==> src/rtl/char_feeder.sv <==
// Character FIFO feeding the identifier recogniser, one character per clock.
// Drives IDLE_CHAR with char_valid low whenever nothing is released.
module char_feeder #(
    parameter int          DEPTH     = 8,
    parameter logic [7:0]  IDLE_CHAR = 8'h00
) (
    input  logic                       clk,
    input  logic                       rst_n,
    input  logic                       wr_en,
    input  logic [7:0]                 wr_char,
    input  logic                       hold,
    input  logic                       clr_ovf,
    output logic [7:0]                 char,
    output logic                       char_valid,
    output logic                       full,
    output logic                       empty,
    output logic [$clog2(DEPTH):0]     level,
    output logic                       overflow
);

    localparam int AW = $clog2(DEPTH);
    localparam int LW = AW + 1;

    typedef enum logic [1:0] {
        S_EMPTY,
        S_PARTIAL,
        S_FULL
    } state_t;

    logic [7:0]    mem_q [DEPTH];
    logic [AW-1:0] rd_ptr_q, rd_ptr_d;
    logic [AW-1:0] wr_ptr_q, wr_ptr_d;
    logic [LW-1:0] level_q, level_d;
    logic [7:0]    char_q, char_d;
    logic          valid_q, valid_d;
    logic          ovf_q, ovf_d;
    logic          pop, wr_acc, wr_drop;
    state_t        state;

    // Occupancy view is purely a decode of the level counter.
    always_comb begin
        state = S_PARTIAL;
        if (level_q == '0)
            state = S_EMPTY;
        else if (level_q == LW'(DEPTH))
            state = S_FULL;
    end

    assign empty = (state == S_EMPTY);
    assign full  = (state == S_FULL);

    assign pop     = !hold && !empty;
    assign wr_acc  = wr_en && (!full || pop);
    assign wr_drop = wr_en && full && !pop;

    always_comb begin
        rd_ptr_d = rd_ptr_q;
        wr_ptr_d = wr_ptr_q;
        level_d  = level_q;
        char_d   = IDLE_CHAR;
        valid_d  = 1'b0;
        ovf_d    = ovf_q;
        if (pop) begin
            char_d   = mem_q[rd_ptr_q];
            valid_d  = 1'b1;
            rd_ptr_d = rd_ptr_q + AW'(1);
        end
        if (wr_acc)
            wr_ptr_d = wr_ptr_q + AW'(1);
        if (wr_acc && !pop)
            level_d = level_q + LW'(1);
        else if (pop && !wr_acc)
            level_d = level_q - LW'(1);
        // A drop in the same cycle as a clear must remain visible.
        if (wr_drop)
            ovf_d = 1'b1;
        else if (clr_ovf)
            ovf_d = 1'b0;
    end

    always_ff @(posedge clk or negedge rst_n) begin
        if (!rst_n) begin
            rd_ptr_q <= '0;
            wr_ptr_q <= '0;
            level_q  <= '0;
            char_q   <= IDLE_CHAR;
            valid_q  <= 1'b0;
            ovf_q    <= 1'b0;
        end else begin
            rd_ptr_q <= rd_ptr_d;
            wr_ptr_q <= wr_ptr_d;
            level_q  <= level_d;
            char_q   <= char_d;
            valid_q  <= valid_d;
            ovf_q    <= ovf_d;
        end
    end

    always_ff @(posedge clk) begin
        if (wr_acc)
            mem_q[wr_ptr_q] <= wr_char;
    end

    assign char       = char_q;
    assign char_valid = valid_q;
    assign level      = level_q;
    assign overflow   = ovf_q;

endmodule

==> config.mk <==
export PLATFORM = sky130hd
export DESIGN_NAME = char_feeder
export DESIGN_NICKNAME = d
export VERILOG_FILES = /design/src/rtl/char_feeder.sv
export SDC_FILE = /design/constraint.sdc
export NUM_CORES = 1
export LEC_CHECK = 0
export ABC_AREA = 1
export CELL_PAD_IN_SITES_DETAIL_PLACEMENT = 0
export CELL_PAD_IN_SITES_GLOBAL_PLACEMENT = 1
export CORE_MARGIN = 2
export CORE_UTILIZATION = 45
export DETAILED_ROUTE_END_ITERATION = 8
export PLACE_DENSITY = 0.84
export SETUP_SLACK_MARGIN = 0.4
export SYNTH_ARGS = -nofsm -noshare
export SYNTH_HDL_FRONTEND = slang
export SYNTH_SLANG_ARGS = --single-unit
export TNS_END_PERCENT = 5
==> constraint.sdc <==
create_clock -name clk -period 2.6 [get_ports clk]
set_clock_uncertainty 0.1 [all_clocks]
set_input_delay 0.39 -clock clk [delete_from_list [all_inputs] [get_ports clk]]
set_output_delay 0.39 -clock clk [all_outputs]
set_load 0.005 [all_outputs]
Word level (Yosys, flattened, before mapping). Memories as Yosys holds them, arrays and structs flattened. Cells that the tools add are included.

Register bits after elaboration: 20. Bits in latches: 0. Memory bits (writable): 64. Memory bits (read-only): 0. Input bits: 13. Output and inout port bits: 16. Word-level logic and storage cells: 39. Memories kept: 1.

$add $sub $neg: 4. $mul: 0. Divide/modulo/power cells: 0. $lt $le $gt $ge: 0. Eq/ne operators: 2. Shift operators: 0. Mux-type cells: 10. Bitwise gates (word level): 0. Reductions and logical operators: 16.

Memories: mem_q (words 8, bits a word 8, read ports 1, clocked after Yosys merged registers in 0, wr ports 1, line 30) `logic [7:0] mem_q [DEPTH];`.

Operators by type and width (number): $mux W4 (2); $mux W8 (1); $add A3 B1 Y3 const B (2); $logic_and A1 B1 Y1 (6); $logic_not A1 Y1 (5); $mux W1 (5); $add A4 B1 Y4 const B (1); $eq A4 B4 Y1 const B (1); $logic_not A4 Y1 (1); $mux W2 (2); $reduce_bool A2 Y1 (2); $sub A4 B1 Y4 const B (1); $eq A2 B2 Y1 const B (1); $logic_not A2 Y1 (1); $logic_or A1 B1 Y1 (1).

Depth between registers and ports, before layout. Gate-level depths: netlist of run 1.

Depth after elaboration: 12. Depth in mapped cells: 14. Gate-level depth less buffers: 14.

Worst setup path before layout of run 1. OpenSTA, ideal clock, no wires.

Path type: register to register. Start: register level_q[1], in the netlist level[1]. End: register level_q[3], in the netlist level[3]. Library setup time: 116 ps. Arrival: 1859 ps. Data required time: 2384 ps. Path slack: 525 ps. Stages on the path, launching flop included: 13. Buffers on the path: 0. Clock period less this slack: 2075 ps. Path through: dfrtp_1 -> nor2_4 -> nand4_1 -> nand2_1 -> inv_1 -> ha_1 -> inv_1 -> ha_1 -> or2_2 -> nand3_1 -> nand2_1 -> nand2_1 -> nand2_1.

Word-level cells in the longest chain between the ends: 11. Elaborated cells between the ends (all ways): 20. Classes of those cells: add/sub: 2; eq/ne: 2; mux: 4; reduce/logical: 12.

Ends and longest elaborated chain: from (decl) (line 33) `logic [LW-1:0] level_q, level_d;`; from (signal assigned) (line 92) `level_q <= level_d;`; $eq A4 B4 Y1 (line 45) `else if (level_q == LW'(DEPTH))`; $mux W2 (line 45); $mux W2 * (line 43) `if (level_q == '0)`; $logic_not A2 Y1 (line 49) `assign empty = (state == S_EMPTY);`; $logic_not A1 Y1 (line 52) `assign pop = !hold && !empty;`; $logic_and A1 B1 Y1 (line 52); $logic_or A1 B1 Y1 * (line 53) `assign wr_acc = wr_en && (!full || pop);`; $logic_and A1 B1 Y1 * (line 53); net wr_acc (line 37) `logic pop, wr_acc, wr_drop;`; $logic_not A1 Y1 (line 72) `else if (pop && !wr_acc)`; $logic_and A1 B1 Y1 (line 72); $reduce_bool A2 Y1 (no line).

Mark *: on every way through the listed nets, which the timed path passes. The rest lies on a longest branch. The select of a mux whose other input is x is not followed. A chain may end at the register's enable or synchronous reset.

Final worst setup path of run 1.
Start: register level_q[1], in the netlist level[1]. End: output port full.

Word-level cells in the longest chain between the ends: 4. Elaborated cells between the ends (all ways): 5. Classes of those cells: eq/ne: 2; mux: 2; reduce/logical: 1.

Ends and longest elaborated chain: $eq A4 B4 Y1 (line 45); $mux W2 (line 45); $mux W2 * (line 43); $eq A2 B2 Y1 * (line 50) `assign full = (state == S_FULL);`; to (decl) (line 15) `output logic full,`.

Every way passes the cells marked *; elsewhere a longest branch is shown, timed or not.

==> results of run 1 <==
==> repair_timing <==
item,in CTS,in global routing
buffers inserted,0,6
endpoints found under the setup margin,1,2
resized for setup,2,5
pin swaps,0,2
==> layer usage <==
layer / share of wire / up-vias / global-route usage
li1: - / 1184 / -
met5: 0 / - / 0
met4: 0.0092 / 0 / 0.0588
met3: 0.058 / 5 / 0.0516
met1: 0.43 / 1092 / 0.233
met2: 0.51 / 62 / 0.309
==> worst min-delay path by stage <==
stage / end / slack (ns) / startpoint
after floorplan: char[0] / -0.006 / rst_n
after global placement: overflow / 0.41 / overflow
after detailed placement: overflow / 0.43 / overflow
after CTS: level[2] / 0.29 / rst_n
after global routing: char[1] / 0.31 / rst_n
final: level[2] / 0.29 / rst_n
==> through the flow <==
step | utilization | setup WS [ns] | instance area, um^2 | cells
after global routing | 0.553 | 0.434 | 4280 | 489
after global placement | 0.518 | 0.153 | 4000 | 467
after CTS | 0.546 | 0.401 | 4220 | 483
after floorplan | - | 0.525 | 3580 | 335
after detailed placement | 0.518 | 0.0877 | 4000 | 467
final | 0.553 | 0.511 | 4280 | 489
==> logic make-up (layout without fill, tap and decap cells) <==
| kind of cell | after synthesis | after routing |
|---|---|---|
| XOR/XNOR | 5 | 5 |
| flip-flops | 84 | 84 |
| buffers and inverters | 44 | 96 |
| AND/OR/NAND/NOR | 183 | 183 |
| adder cells (fa/ha/maj) | 6 | 6 |
| AO/OA/AOI/OAI | 13 | 13 |
==> worst max-delay path, cell delays in order, from the launching register on <==
cell,delay (ns)
dfrtp_2,0.43
nor2_4,0.13
nand2_1,0.06
nor2_1,0.12
clkdlybuf4s50_1,0.52
==> registers in the layout (all words and copies together) (netlist names) <==
| register | flops |
|---|---|
| char | 8 |
| char_valid | 1 |
| rd_ptr_q | 3 |
| mem_q | 64 |
| level | 4 |
| wr_ptr_q | 3 |
| overflow | 1 |
==> final cells by class <==
type,instances,area share
well taps,102,0.0299
clock buffers,11,0.0307
flip-flops and latches,84,0.567
clock inverters,5,0.0202
repair buffers,48,0.101
inverters,32,0.0281
multi-input cells,207,0.223
==> power by group through the flow <==
stage	registers (uW)	clock network, uW	logic (uW)
4_1_cts	1870	1010	1600
3_3_place_gp	1890	0	1570
3_5_place_dp	1900	0	1590
5_1_grt	1880	1090	1920
6_report	1850	994	1670
2_1_floorplan	1860	0	1110
==> cell usage after synthesis (all sizes together) <==
library cell	count	share of area
buf	12	0.026
clkinv	1	0.0010
dfrtp	20	0.14
edfxtp	64	0.54
fa	1	0.0056
ha	5	0.017
inv	31	0.032
nand2	111	0.12
nand3	27	0.039
nand4	1	0.0017
nor2	35	0.039
nor3	8	0.011
o21ai	13	0.019
or2	1	0.0017
xnor2	4	0.0098
xor2	1	0.0024
==> cells in the final DEF (no fill, tap or decap), drive strengths merged <==
cell,Yosys,layout
o21ai,13,13
nor2,35,35
ha,5,5
clkinv,1,4
nor3,8,8
clkdlybuf4s50,0,28
bufinv,0,2
buf,12,20
nand2,111,111
nand3,27,27
or2,1,1
nand4,1,1
clkbuf,0,11
fa,1,1
inv,31,31
dfrtp,20,20
xor2,1,1
xnor2,4,4
edfxtp,64,64
==> results_dict.tcl, run 1 <==
set metrics [dict create \
    synth_compound_area_frac 0.0192 \
    intPower_uw 2940 \
    worstSetupStartpointType "flip-flop" \
    reg2reg_depth 12 \
    synth.avg_cell_area_um2 10.7 \
    synth_area_mm2 0.00358 \
    swShare 0.348 \
    synth_cells 335 \
    htree_levels 3 \
    hold_viol 0 \
    wl_per_cell_um 14.4 \
    combPwrFrac 0.370 \
    hp-class "primary input to async pin" \
    portBuffers 28 \
    tightest_slew_ns 0.584 \
    setup_viol 0 \
    critPathRequiredTime_ns 2.11 \
    synthMuxAreaShare 0 \
    layout-drive-gt1-share 0.121 \
    yosys.area_share.xor_xnor 0.0122 \
    numCtsBuffers 9 \
    rrSetupSlack_ns 0.55 \
    rows 32 \
    num_antenna_cells 0 \
    grt_setup_unrepaired "false" \
    clockPowerShare 0.220 \
    status "complete, no violations" \
    vias 2343 \
    worstSetupPathType "flip-flop to output port" \
    fmax_ghz 0.479 \
    clk_pin_slew_ns 0.08 \
    wirelength_um 7050 \
    nFillCells 677 \
    leakage_uw 0.00180 \
    seq_area_mm2 0.00243 \
    power_density_mw_per_mm2 1060 \
    gp_congestion 0.744 \
    cts-root-buf "clkbuf_8" \
    r2r_start "level[1]" \
    fp.dieW_um 93.2 \
    finalSetupTns_ns 0 \
    drc 0 \
    first_iter_violations 171 \
    dp_hpwl_um 4260 \
    grt_overflow_total 0 \
    final-max-slew-violation-count 0 \
    worstPathMaxFanout 3 \
    endpoint_kind "output port" \
    grt_max_degree 34 \
    antenna_found_initial 0 \
    grt_first_pass_wirelength_um 11700 \
    yosysSeqAreaShare 0.676 \
    min_period_ns 2.09 \
    clock-sinks 84 \
    hold_ws_ns 0.286 \
    start_util 0.463 \
    die_area_mm2 0.00869 \
    slew_headroom 0.610 \
    seq_power_share 0.410 \
    viasPerCell 4.79 \
    ant_nets 0 \
    clk_path_buf_depth 2 \
    ir_drop_mv 0.545 \
    die_y_um 93.2 \
    period_share 0.803 \
    multi_input_area_um2 953 \
    fin_nets 401 \
    reg2reg_to "level[3]" \
    io_pins 29 \
    max-cap-violations 0 \
    crit_path_start "level[1]" \
    clkLatencyLatePin_ns 0.34 \
    yosysWarnings 0 \
    p_switching_uw 1570 \
    first_pass_iters 4 \
    track_usage 0.184 \
    syn_to_final_growth_pct 19.4 \
    power.total_uw 4520 \
    synthSimpleGateAreaFrac 0.210 \
    synth_cell_types 24 \
    synth_top_family_by_area "simple AND/OR/NAND/NOR gates" \
    synth_fa_ha_area_frac 0.0231 \
    grt_pass1_vias 2377 \
    syn_nets 354 \
    core-area_mm2 0.00773 \
    cts_hold_buf 0 \
    cts_tree "yes" \
    cp.arrival_ns 1.60 \
    ys_ff_latch 84 \
    critPathCapture "full" \
]
Note: power is estimated with default switching activity, not from simulation.
==> inputs of run 2 (changes only) <==
- clock period: 2.6 -> 2.13 ns (I/O delays scaled with it)
==> run 2 against run 1 <==
Combinational power is 28% higher. Sequential share of layout area is 1.1 points lower. Global-route usage is 0.77 points lower. Cell count is 1.4% higher. Critical path depth is 8 higher. Clock power is 13% higher. Die area stayed put. Worst setup slack worse by 0.29 ns. First-iteration DRC count is 27% lower. Sequential power is 22% higher. Count of clock-buffer cells in the layout is 2 higher. Worst hold slack worse by 0.066 ns. Critical path type is now flip-flop to flip-flop.
==> results_dict.tcl, run 2 (synthesis gave the netlist of run 1 again) <==
set metrics [dict create \
    grt_overflow_total 0 \
    placed_area_mm2 0.00409 \
    viasPerCell 4.72 \
    slew_headroom 0.602 \
    status "complete, no violations" \
    worstSetupPathType "flip-flop to flip-flop" \
    wirelength_um 6900 \
    cp_num_buf_inv 2 \
    fin_util 0.564 \
    antenna_found_initial 0 \
    grt_max_degree 34 \
    hp-class "primary input to async pin" \
    gp_congestion 0.767 \
    cpLargestDelayFamily "simple AND/OR/NAND/NOR gates" \
    grt_pass1_vias 2205 \
    layout-drive-gt1-share 0.150 \
    fp.dieW_um 93.2 \
    clk_path_buf_depth 2 \
    clock-sinks 84 \
    worst_path_largest_cell_delay_ns 0.43 \
    period_share 0.896 \
    layout_commonest_cell "nand2_1" \
    critPathRequiredTime_ns 2.27 \
    die_area_mm2 0.00869 \
    nFillCells 653 \
    endpoint_kind "flip-flop" \
    first_pass_iters 4 \
    multi_input_area_um2 1000 \
    dp_hpwl_um 4330 \
    numCtsBuffers 9 \
    vias 2339 \
    clk_pin_slew_ns 0.08 \
    max-cap-violations 0 \
    regMostFlops "mem_q" \
    dp_cells 475 \
    grt_setup_unrepaired "true" \
    final-max-slew-violation-count 0 \
    largest_reg_flops 64 \
    htree_levels 3 \
    cpMostUsedCell "nand2_1" \
    ir_drop_mv 0.581 \
    fin_ws_ns 0.221 \
    power_density_mw_per_mm2 1260 \
    fmax_ghz 0.524 \
    cts-root-buf "clkbuf_8" \
    wl_per_cell_um 13.9 \
    final_cell_area_mm2 0.00436 \
    grt_first_pass_wirelength_um 11400 \
    power.total_uw 5510 \
    drc 0 \
    cp.arrival_ns 2.05 \
    tightest_slew_ns 0.596 \
    worstSetupStartpointType "flip-flop" \
    fin_nets 408 \
    leakage_uw 0.00184 \
    start_util 0.463 \
    hold_viol 0 \
    core-area_mm2 0.00773 \
    min_period_ns 1.91 \
    seq_area_mm2 0.00242 \
    track_usage 0.176 \
    syn_to_final_growth_pct 21.7 \
    die_y_um 93.2 \
    portBuffers 28 \
    ant_nets 0 \
    worstPathMaxFanout 4 \
    setup_viol 0 \
    cts_hold_buf 0 \
    rows 32 \
    worst_path_max_delay_cell "dfrtp_2" \
    crit_chain "nor2_4 > nand4_1 > nand2_2 > inv_2 > ha_4 > inv_4 > ha_4 > or2_4 > nand3_2 > nand2_1 > nand2_1 > nand2_1" \
    final_cell_mix "nand2_1 (107), edfxtp_1 (64), nor2_1 (33), inv_1 (26), clkdlybuf4s50_1 (26)" \
    clkLatencyLatePin_ns 0.34 \
    first_iter_violations 125 \
    final_cells 496 \
    num_antenna_cells 0 \
    io_pins 29 \
    pre_cts_ws_ns -0.0582 \
    cts_tree "yes" \
]
## run 2: cell types whose count changed in the layout (fill, tap and decap cells not counted), sizes merged
cell	delta
buf	+7
inv	+1
clkinvlp	+1
clkbuf	+2
clkdlybuf4s50	-2
dlygate4sd2	+2
clkinv	-3
bufinv	-1
## run 2: worst paths after layout
check / start / to / slack [ns] / depth (start not counted)
max: level[1] / level[3] / 0.22 / 12
min: rst_n / level[1] / 0.22 / 2
max reg2reg: level[1] / level[3] / 0.22 / 12
min reg2reg: overflow / overflow / 0.43 / 2
max in group asynchronous: rst_n / level[1] / 1.47 / 2
min in group clk: overflow / overflow / 0.43 / 2
## run 2: area by class of cell
class,instances,share of cell area
sequential,84,0.556
clock inverter,3,0.0106
multi-input combinational,207,0.229
timing repair buffer,55,0.112
tap,102,0.0293
clock buffer,13,0.0342
inverter,32,0.0281
## run 2: power breakdown
group / switching (uW) / internal, uW / leakage [uW]
Clock: 538 / 580 / 0.0000943
Sequential: 172 / 2080 / 0.000830
Combinational: 1220 / 915 / 0.000911
## run 2: through the flow
| step | hold slack (ns) | setup TNS, ns |
|---|---|---|
| 6_report | 0.221 | 0 |
| 5_1_grt | 0.226 | 0 |
| 4_1_cts | 0.206 | 0 |
| 3_5_place_dp | 0.435 | -0.0582 |
| 3_3_place_gp | 0.415 | -0.00182 |
| 2_1_floorplan | -0.0761 | 0 |
## run 2: metal layers
metal | up-vias | GRT usage | routed length, um
li1 | 1197 | - | -
met1 | 1083 | 0.234 | 2980
met3 | 6 | 0.0411 | 393
met2 | 53 | 0.281 | 3450
met5 | - | 0 | 0
met4 | 0 | 0.0723 | 84
## run 2: repair_timing
action,in CTS,in global routing
gates resized for setup,3,8
pin swaps,1,7
setup buffers,2,3
endpoints found under the hold margin,0,0
setup endpoints to repair,15,73
==> inputs of run 3 (changes only) <==
- CORE_UTILIZATION: 45 -> 49
- PLACE_DENSITY: 0.84 -> 0.9
- clock period: 2.13 -> 2.4 ns (I/O delays scaled with it)
==> run 3 against run 2 <==
Register-to-register slack improved by 0.27 ns. Maximum frequency is essentially flat. Cell count fell by 2.0%. Global-route usage increased by 0.83 points. Critical path depth is the same. Via count increased by 1.7%. Largest power group unchanged. Sequential share of layout area up 1.1 points.
==> results_dict.tcl, run 3 (synthesis gave the netlist of run 1 again) <==
set metrics [dict create \
    met3_usage 0.0452 \
    critPathRequiredTime_ns 2.54 \
    worst_path_largest_cell_delay_ns 0.43 \
    reg2reg_to "level[3]" \
    die_area_mm2 0.00801 \
    clk_path_buf_depth 2 \
    start_util 0.499 \
    largest_reg_flops 64 \
    cts_hold_buf 0 \
    rows 31 \
    leakage_uw 0.00181 \
    fmax_ghz 0.523 \
    hp-class "primary input to async pin" \
    endpoint_kind "flip-flop" \
    clock-sinks 84 \
    grt_util_met2 0.285 \
    min_period_ns 1.91 \
    grtUsageMet1 0.241 \
    worstPathMaxFanout 4 \
    grt_setup_unrepaired "true" \
    wirelength_um 6700 \
    drc 0 \
    crit_chain "nor2_4 > nand4_1 > nand2_1 > inv_2 > ha_4 > inv_4 > ha_4 > or2_4 > nand3_2 > nand2_1 > nand2_1 > nand2_1" \
    wl_per_cell_um 13.8 \
    clkLatencyLatePin_ns 0.35 \
    htree_levels 3 \
    dp_hpwl_um 4170 \
    slew_headroom 0.606 \
    grt_max_degree 34 \
    ant_nets 0 \
    reg2reg_depth 12 \
    worstSetupPathType "flip-flop to flip-flop" \
    max-cap-violations 0 \
    hold_viol 0 \
    grt_overflow_total 0 \
    cp.arrival_ns 2.05 \
    numCtsBuffers 9 \
    grt.busiest_layer "met2" \
    pre_cts_ws_ns 0.0580 \
    status "complete, no violations" \
    antenna_found_initial 0 \
    grt_first_pass_wirelength_um 10600 \
    fin_nets 401 \
    first_pass_iters 4 \
    setup_viol 0 \
    syn_to_final_growth_pct 19.4 \
    fp.dieW_um 89.5 \
    cts-root-buf "clkbuf_8" \
    gp_congestion 0.711 \
    ir_drop_mv 0.443 \
    io_pins 29 \
    finalSetupTns_ns 0 \
    clk_pin_slew_ns 0.08 \
    core-area_mm2 0.00718 \
    rrSetupSlack_ns 0.49 \
    first_iter_violations 184 \
    cts_tree "yes" \
    track_usage 0.185 \
    layout_commonest_cell "nand2_1" \
    vias 2379 \
    critPathCapture "level[3]" \
    cpMostUsedCell "nand2_1" \
    tightest_slew_ns 0.591 \
    num_antenna_cells 0 \
    power_density_mw_per_mm2 1120 \
    worstSetupStartpointType "flip-flop" \
    r2r_start "level[2]" \
    grt_pass1_vias 2192 \
    die_y_um 89.5 \
    period_share 0.796 \
    final_cell_mix "nand2_1 (110), edfxtp_1 (64), nor2_1 (34), inv_1 (26), clkdlybuf4s50_1 (26)" \
    worst_path_max_delay_cell "dfrtp_2" \
    fin_ws_ns 0.489 \
    viasPerCell 4.90 \
    portBuffers 28 \
    crit_path_start "level[2]" \
    final-max-slew-violation-count 0 \
    layout-drive-gt1-share 0.132 \
    regMostFlops "mem_q" \
]
## run 3: cell count changes in the layout (fill, tap and decap cells not counted), sizes merged
cell	delta
dlymetal6s2s	+1
clkinv	+3
buf	-7
dlygate4sd2	-1
clkbuf	-3
## run 3: worst max-delay path, delay by kind of cell (launching register included)
family	cells	cell delay (ns)
flops	1	0.43
fa+ha+maj	2	0.36
simple gates	8	0.78
buf+inv	2	0.14
## run 3: worst min-delay path by stage
stage / from / to / slack (ns) / depth (start not counted)
floorplan: rst_n / char[0] / -0.04 / 0
global placement: overflow / overflow / 0.42 / 2
detailed placement: overflow / overflow / 0.42 / 2
CTS: rst_n / level[3] / 0.24 / 1
global route: rst_n / char[1] / 0.26 / 1
finish: rst_n / char[1] / 0.23 / 1
## run 3: per-layer routing
metal	vias to the layer above	wire length, um
met5	-	0
met4	0	197
met3	19	281
met2	55	3140
met1	1120	3080
li1	1185	-
## run 3: area by class of cell
type | instances | area [um^2]
Fill cell | 589 | 2900
Timing Repair Buffer | 48 | 432
Clock inverter | 6 | 63.8
Multi-Input combinational cell | 207 | 978
Inverter | 32 | 123
Clock buffer | 10 | 128
Sequential cell | 84 | 2430
Tap cell | 99 | 124
## run 3: stage by stage
| stage | hold slack, ns | instances | cell area (um^2) | util | total power [uW] |
|---|---|---|---|---|---|
| after global placement | 0.415 | 465 | 4020 | 0.560 | 3750 |
| after global routing | 0.258 | 486 | 4280 | 0.596 | 5150 |
| after floorplan | -0.0356 | 335 | 3600 | - | 3240 |
| after detailed placement | 0.424 | 465 | 4020 | 0.560 | 3770 |
| final | 0.234 | 486 | 4280 | 0.596 | 4790 |
| after CTS | 0.236 | 483 | 4230 | 0.589 | 4760 |
## run 3: timing repair
item / 4_1_cts / 5_1_grt
pin swaps: 0 / 2
hold endpoints to repair: 0 / 0
setup buffers: 2 / 3
setup endpoints to repair: 3 / 3
gates resized for setup: 3 / 6
## run 3: where the power goes
part / switching, uW / leakage (uW) / internal (uW)
Combinational: 1050 / 0.000884 / 759
Sequential: 162 / 0.000827 / 1850
Clock: 481 / 0.0000943 / 481
Total: 1690 / 0.00181 / 3090
